File: src/rtl/alu_exec_unit.sv
// MIPS-lite EX stage: ALU-control decode, registered single-cycle ALU and a
// shift-add multiplier that writes HI/LO. Optional overflow flag: ALU_OVF_EN.
module alu_exec_unit #(
    parameter int WIDTH = 32,
    parameter int CNT_W = $clog2(WIDTH) + 1
) (
    input  logic             clk,
    input  logic             reset,
    input  logic             start,
    input  logic [1:0]       aluop,
    input  logic [5:0]       funct,
    input  logic [5:0]       opcode,
    input  logic [WIDTH-1:0] a,
    input  logic [WIDTH-1:0] b,
    output logic [WIDTH-1:0] result,
    output logic             zero,
    output logic             busy,
    output logic             done,
    output logic             illegal,
    output logic             ovf,
    output logic [WIDTH-1:0] hi,
    output logic [WIDTH-1:0] lo
);

    typedef enum logic [1:0] {
        S_IDLE = 2'd0,
        S_MUL  = 2'd1,
        S_FIN  = 2'd2
    } state_t;

    typedef enum logic [3:0] {
        OP_ADD   = 4'd0,
        OP_SUB   = 4'd1,
        OP_AND   = 4'd2,
        OP_OR    = 4'd3,
        OP_NOR   = 4'd4,
        OP_SLT   = 4'd5,
        OP_MFHI  = 4'd6,
        OP_MFLO  = 4'd7,
        OP_MULT  = 4'd8,
        OP_MULTU = 4'd9,
        OP_ILL   = 4'd10
    } op_t;

    localparam int MSB = WIDTH - 1;

    state_t             state_q, state_d;
    logic [WIDTH-1:0]   result_q, result_d;
    logic               zero_q, zero_d;
    logic               busy_q, busy_d;
    logic               done_q, done_d;
    logic               illegal_q, illegal_d;
    logic [WIDTH-1:0]   hi_q, hi_d;
    logic [WIDTH-1:0]   lo_q, lo_d;
    logic [WIDTH-1:0]   mcand_q, mcand_d;
    logic [2*WIDTH-1:0] p_q, p_d;
    logic               neg_q, neg_d;
    logic [CNT_W-1:0]   cnt_q, cnt_d;

    op_t                op_s;
    logic [WIDTH-1:0]   alu_res_s;
    logic [WIDTH-1:0]   sum_s;
    logic [WIDTH-1:0]   diff_s;
    logic [WIDTH-1:0]   a_mag_s;
    logic [WIDTH-1:0]   b_mag_s;
    logic [WIDTH:0]     step_sum_s;
    logic [2*WIDTH-1:0] step_p_s;
    logic [2*WIDTH-1:0] prod_s;
    logic               is_mul_s;
    logic               is_signed_mul_s;

`ifdef ALU_OVF_EN
    logic ovf_q, ovf_d;
    logic ovf_calc_s;
`endif

    // ALU-control decode of aluop/funct/opcode into an internal operation
    always_comb begin
        op_s = OP_ILL;
        case (aluop)
            2'b00: op_s = OP_ADD;
            2'b01: op_s = OP_SUB;
            2'b10: begin
                case (funct)
                    6'b100000: op_s = OP_ADD;
                    6'b100010: op_s = OP_SUB;
                    6'b100100: op_s = OP_AND;
                    6'b100101: op_s = OP_OR;
                    6'b100111: op_s = OP_NOR;
                    6'b101010: op_s = OP_SLT;
                    6'b010000: op_s = OP_MFHI;
                    6'b010010: op_s = OP_MFLO;
                    6'b011000: op_s = OP_MULT;
                    6'b011001: op_s = OP_MULTU;
                    default:   op_s = OP_ILL;
                endcase
            end
            2'b11: begin
                case (opcode)
                    6'b001000: op_s = OP_ADD;
                    6'b001100: op_s = OP_AND;
                    6'b001101: op_s = OP_OR;
                    6'b001010: op_s = OP_SLT;
                    default:   op_s = OP_ILL;
                endcase
            end
            default: op_s = OP_ILL;
        endcase
    end

    // Single-cycle ALU datapath and multiplier operand/step arithmetic
    always_comb begin
        sum_s           = a + b;
        diff_s          = a - b;
        is_mul_s        = (op_s == OP_MULT) || (op_s == OP_MULTU);
        is_signed_mul_s = (op_s == OP_MULT);
        alu_res_s       = {WIDTH{1'b0}};
        case (op_s)
            OP_ADD:  alu_res_s = sum_s;
            OP_SUB:  alu_res_s = diff_s;
            OP_AND:  alu_res_s = a & b;
            OP_OR:   alu_res_s = a | b;
            OP_NOR:  alu_res_s = ~(a | b);
            OP_SLT:  alu_res_s = {{(WIDTH-1){1'b0}}, ($signed(a) < $signed(b))};
            OP_MFHI: alu_res_s = hi_q;
            OP_MFLO: alu_res_s = lo_q;
            default: alu_res_s = {WIDTH{1'b0}};
        endcase
        // magnitude of the most-negative value still fits as an unsigned WIDTH-bit number
        a_mag_s    = (is_signed_mul_s && a[MSB]) ? (~a + {{(WIDTH-1){1'b0}}, 1'b1}) : a;
        b_mag_s    = (is_signed_mul_s && b[MSB]) ? (~b + {{(WIDTH-1){1'b0}}, 1'b1}) : b;
        step_sum_s = {1'b0, p_q[2*WIDTH-1:WIDTH]} + (p_q[0] ? {1'b0, mcand_q} : {(WIDTH+1){1'b0}});
        step_p_s   = {step_sum_s, p_q[WIDTH-1:1]};
        prod_s     = neg_q ? (~p_q + {{(2*WIDTH-1){1'b0}}, 1'b1}) : p_q;
    end

`ifdef ALU_OVF_EN
    // Signed overflow: operands agree in sign (b inverted for sub) but result does not
    always_comb begin
        ovf_calc_s = 1'b0;
        case (op_s)
            OP_ADD:  ovf_calc_s = (a[MSB] == b[MSB]) && (sum_s[MSB] != a[MSB]);
            OP_SUB:  ovf_calc_s = (a[MSB] == ~b[MSB]) && (diff_s[MSB] != a[MSB]);
            default: ovf_calc_s = 1'b0;
        endcase
    end
`endif

    // Next-state and registered-output logic for the IDLE/MUL/FIN controller
    always_comb begin
        state_d   = state_q;
        result_d  = result_q;
        zero_d    = zero_q;
        busy_d    = busy_q;
        done_d    = 1'b0;
        illegal_d = illegal_q;
        hi_d      = hi_q;
        lo_d      = lo_q;
        mcand_d   = mcand_q;
        p_d       = p_q;
        neg_d     = neg_q;
        cnt_d     = cnt_q;
`ifdef ALU_OVF_EN
        ovf_d     = ovf_q;
`endif
        case (state_q)
            S_IDLE: begin
                if (start && is_mul_s) begin
                    mcand_d = b_mag_s;
                    p_d     = {{WIDTH{1'b0}}, a_mag_s};
                    neg_d   = is_signed_mul_s && (a[MSB] ^ b[MSB]);
                    cnt_d   = CNT_W'(WIDTH);
                    busy_d  = 1'b1;
                    state_d = S_MUL;
                end else if (start) begin
                    result_d  = alu_res_s;
                    zero_d    = (alu_res_s == {WIDTH{1'b0}});
                    illegal_d = (op_s == OP_ILL);
                    done_d    = 1'b1;
`ifdef ALU_OVF_EN
                    ovf_d     = ovf_calc_s;
`endif
                end else begin
                    state_d = S_IDLE;
                end
            end
            S_MUL: begin
                p_d   = step_p_s;
                cnt_d = cnt_q - {{(CNT_W-1){1'b0}}, 1'b1};
                if (cnt_q == {{(CNT_W-1){1'b0}}, 1'b1}) begin
                    state_d = S_FIN;
                end else begin
                    state_d = S_MUL;
                end
            end
            S_FIN: begin
                hi_d    = prod_s[2*WIDTH-1:WIDTH];
                lo_d    = prod_s[WIDTH-1:0];
                busy_d  = 1'b0;
                done_d  = 1'b1;
                state_d = S_IDLE;
            end
            default: begin
                busy_d  = 1'b0;
                state_d = S_IDLE;
            end
        endcase
    end

    // State and datapath registers; reset aborts any multiply in flight
    always_ff @(posedge clk or posedge reset) begin
        if (reset) begin
            state_q   <= S_IDLE;
            result_q  <= {WIDTH{1'b0}};
            zero_q    <= 1'b1;
            busy_q    <= 1'b0;
            done_q    <= 1'b0;
            illegal_q <= 1'b0;
            hi_q      <= {WIDTH{1'b0}};
            lo_q      <= {WIDTH{1'b0}};
            mcand_q   <= {WIDTH{1'b0}};
            p_q       <= {(2*WIDTH){1'b0}};
            neg_q     <= 1'b0;
            cnt_q     <= {CNT_W{1'b0}};
        end else begin
            state_q   <= state_d;
            result_q  <= result_d;
            zero_q    <= zero_d;
            busy_q    <= busy_d;
            done_q    <= done_d;
            illegal_q <= illegal_d;
            hi_q      <= hi_d;
            lo_q      <= lo_d;
            mcand_q   <= mcand_d;
            p_q       <= p_d;
            neg_q     <= neg_d;
            cnt_q     <= cnt_d;
        end
    end

`ifdef ALU_OVF_EN
    // Overflow flag register
    always_ff @(posedge clk or posedge reset) begin
        if (reset) begin
            ovf_q <= 1'b0;
        end else begin
            ovf_q <= ovf_d;
        end
    end
    assign ovf = ovf_q;
`else
    assign ovf = 1'b0;
`endif

    assign result  = result_q;
    assign zero    = zero_q;
    assign busy    = busy_q;
    assign done    = done_q;
    assign illegal = illegal_q;
    assign hi      = hi_q;
    assign lo      = lo_q;

endmodule

File: config.mk
export PLATFORM = sky130hd
export DESIGN_NAME = alu_exec_unit
export DESIGN_NICKNAME = d
export VERILOG_FILES = /design/src/rtl/alu_exec_unit.sv
export SDC_FILE = /design/constraint.sdc
export NUM_CORES = 1
export LEC_CHECK = 0
export BUFFER_PORTS_ARGS = -buffer_cell sky130_fd_sc_hd__buf_2
export CAP_MARGIN = 5
export CORE_ASPECT_RATIO = 1.1
export CORE_MARGIN = 3
export CORE_UTILIZATION = 55
export DETAILED_ROUTE_END_ITERATION = 8
export PLACE_DENSITY = 0.76
export SETUP_SLACK_MARGIN = 0.4
export SYNTH_ARGS = -nofsm -noshare
export SYNTH_HDL_FRONTEND = slang
export SYNTH_SLANG_ARGS = --single-unit
export TNS_END_PERCENT = 1
File: constraint.sdc
create_clock -name clk -period 13.76 [get_ports clk]
set_input_delay 0.688 -clock clk [delete_from_list [all_inputs] [get_ports clk]]
set_output_delay 0.688 -clock clk [all_outputs]
set_load 0.005 [all_outputs]
==> metrics.md <==
| Metric | Value |
|---|---|
| Status | complete, no violations |
| Setup violators final | 0 |
| Met3 wire len | 7650 um |
| Area leader, netlist | dfrtp_1 |
| Fin crit share | 41.3% |
| Startpoint Class | input pin |
| Final Max Slew Viols | 0 |
| Tightest Pin Transition | 1.20 ns |
| DRT iter0 DRCs | 2654 |
| Syn Nets | 2484 |
| Clock Path Buffers | 3 |
| Setup_tns | 0 ns |
| Share of cells above drive strength 1 | 12.5% |
| Post-Route WL | 72000 um |
| I/O Pins | 182 |
| Flop pwr share | 36.4% |
| Worst path buffer plus inverter count | 3 |
| CP max stage cell | clkinv_1 |
| Die H | 197 um |
| Non-filler cells, final | 2795 |
| Worst r2r src | p_q[0] |
| Asr flop ratio synth | 100% |
| Hold slack | 0.308 ns |
| Global route overflow | 0 |
| Sequential share of the synthesized area | 28.3% |
| Net switching power | 0.511 mW |
| Clock transition at path regs | 0.06 ns |
| First-pass GRT wire length | 107000 um |
| Placed cells | 2754 |
| Int Power | 1.14 mW |
| F_max | 176 MHz |
| Die Wd | 179 um |
| Clock Skew | 0.0222 ns |
| Starting density of the core | 55.9% |
| M1 WL | 29400 um |
| CP Capture Type | flop |
| TritonCTS clock tree | yes |
| FF+latch count, synth | 205 |
| Critical path, cell by cell | buf_2 > clkinv_1 > nand2_1 > a21oi_4 > nor2_4 > buf_4 > o21ai_0 > a221oi_1 > o211a_1 > nor4b_1 > nand4_1 > nor4_1 > nand4b_1 > o41ai_2 |
| DR vias/cell | 6.72 |
| Clock power frac | 41.7% |
| Worst skew pair latency | 0.55 ns |
| R2R depth | 15 |
| Drt first pass iters | 6 |
| R2r endpoint | p_q[59] |
| Number of global-route vias before repair | 17.6k |
| Top Family by Delay on Critical Path | simple AND/OR/NAND/NOR gates |
| Most common cell in the netlist | o21ai_0 |
| Syn Area/Cell | 8.04 um^2 |
| Worst reg2reg setup slack | 8.69 ns |
| Routed Antenna Nets | 0 |
| Overall routing resource usage | 39.7% |
| Post-CTS Setup Inserts | 0 |
| Total number of vias | 18.8k |
| Clock sinks | 205 |
| RSZ-0062 raised after global routing | no |
| Worst Path Required | 14.20 ns |
| Synthesized area | 18200 um^2 |
| Leakage | 9.08 nW |
| Avg WL per Cell | 25.7 um |
| Worst Hold Class | in -> async |
| CP arrival | 6.13 ns |
| Post-synth top flop | dfrtp_1 |
| Sw Ratio | 30.9% |
| Most instantiated cells after synthesis | 261 x o21ai_0, 229 x nand2_1, 204 x dfrtp_1, 154 x nor2_1, 142 x ha_1 |
| Slowest stage delay, CP | 0.92 ns |
| Clock root buffer | clkbuf_16 |
| TritonCTS Buffers | 23 |
| Max VDD drop | 0.000121 V |
| Synth warn | 0 |
| Final HPWL from detailed placement | 55100 um |
| Area contributors post-synth | dfrtp_1 28%, ha_1 9.8%, o21ai_0 7.2%, nand2_1 4.7%, xnor2_1 4.6% |
| Site row count | 69 |
| Port bufs | 180 |
| Largest net degree at the start of global routing | 128 |
| Cells after Synth | 2258 |
| Fin crit period | 5.69 ns |
| Hold Fails Final Rpt | 0 |
| # nets final | 2579 |
| Top layer in use | met5 |
| Max-Cap Viols | 0 |
| Initial antenna violation count | 3 |
| Final Wtd Congestion | 1.06 |
| Hold_buf cts | 0 |
| Core Area | 32500 um^2 |
| Post-CTS sizing | 0 |
| DIE AREA | 35200 um^2 |
| PwrDens | 82.4 nW/um^2 |
| Met2 wire len | 31100 um |
| Post-synth EDFFs | 0 |
| Headroom to the max-slew limit | 20.3% |
| Unique masters post-synth | 103 |
| CP max FO | 34 |
| Synthesis-to-finish area growth | 10.6% |
| Logic pwr share | 21.8% |
| Synth top area share | 28.1% |
| H-Tree Depth | 1 |
| # DRC | 0 |
| Kind of critical path | in -> reg |
cell type report:
cell class              count  area [um^2]
repair buffers            200         1050
clock buffers              29          638
multi-input cells        1807        12100
fillers                  2929        12400
flip-flops and latches    205         5130
inverters                 116          443
clock inverters            11          194
well taps                 426          533
diodes                      1         2.50
worst reg2reg max path, cell delays in order, from the launching register on:
cell and delay [ns]:
dfrtp_1 0.78, and2_1 0.34, ha_1 0.21, fa_1 0.42, a21o_1 0.21, a21oi_1 0.29, o21ai_0 0.15, a31o_2 0.30
a31oi_1 0.47, o21ai_0 0.23, a21oi_1 0.30, o41ai_1 0.19, or4_1 0.44, a31oi_1 0.32, xor2_1 0.17, o21ai_0 0.09
kinds of logic after synthesis:
logic type | after synthesis | share of synthesized area [%]
other cells | 1 | 0.0207
simple gates | 692 | 18.6
flops | 205 | 28.3
mux | 24 | 1.38
xor+xnor | 180 | 8.68
compound gates | 765 | 27.5
buf+inv | 246 | 5.42
fa+ha+maj | 145 | 10.1
worst max-delay path by stage:
stage / end / slack [ns] / depth (start not counted) / startpoint
floorplan: busy / 7.48 / 1 / reset
global placement: zero / 7.82 / 14 / aluop[0]
detailed placement: zero / 7.74 / 14 / aluop[0]
CTS: zero / 8.30 / 14 / aluop[0]
global route: zero / 7.82 / 14 / aluop[0]
finish: zero / 8.07 / 14 / aluop[0]
cell usage in the layout, fill, tap and decap left out, drive strengths merged, types with 23 or more instances in the layout:
cell,n
o41ai,23
a211oi,23
ha,142
nor3,43
a31oi,26
and2,40
buf,200
a21oi,136
a21o,27
nor2,156
xor2,84
or3,24
o21bai,24
a22oi,37
inv,117
o21ai,270
dfrtp,204
clkbuf,29
xnor2,96
o31ai,42
nand2,231
o211ai,28
nand3,69
power by group through the flow:
stage	registers, mW	clock network, mW	logic (mW)
floorplan	0.614	0	0.225
detailed placement	0.614	0	0.345
global route	0.602	0.721	0.382
CTS	0.603	0.695	0.347
finish	0.603	0.690	0.361
global placement	0.614	0	0.346
stage by stage:
step	cell area [um^2]	worst slack [ns]	utilization [%]	power, mW
6_report	20100	8.07	61.8	1.65
2_1_floorplan	18200	7.48	-	0.839
5_1_grt	20100	7.82	61.8	1.70
4_1_cts	20100	8.30	61.8	1.65
3_3_place_gp	19200	7.82	59.3	0.959
3_5_place_dp	19200	7.74	59.3	0.959
sequential cells by signal, summed over array words and instances, names as in the netlist:
name / cells
mcand_q: 32
zero: 1
illegal: 1
cnt_q: 6
done: 1
p_q: 64
busy: 1
hi: 32
neg_q: 1
lo: 32
result: 32
state_q: 2
routing by layer:
metal  GRT usage, %  up-vias
met5              0        -
met4           17.2        2
met3           8.19      218
met2           59.8     1112
met1           55.2     9076
li1               -     8371
(Power assumes the default switching activity.)
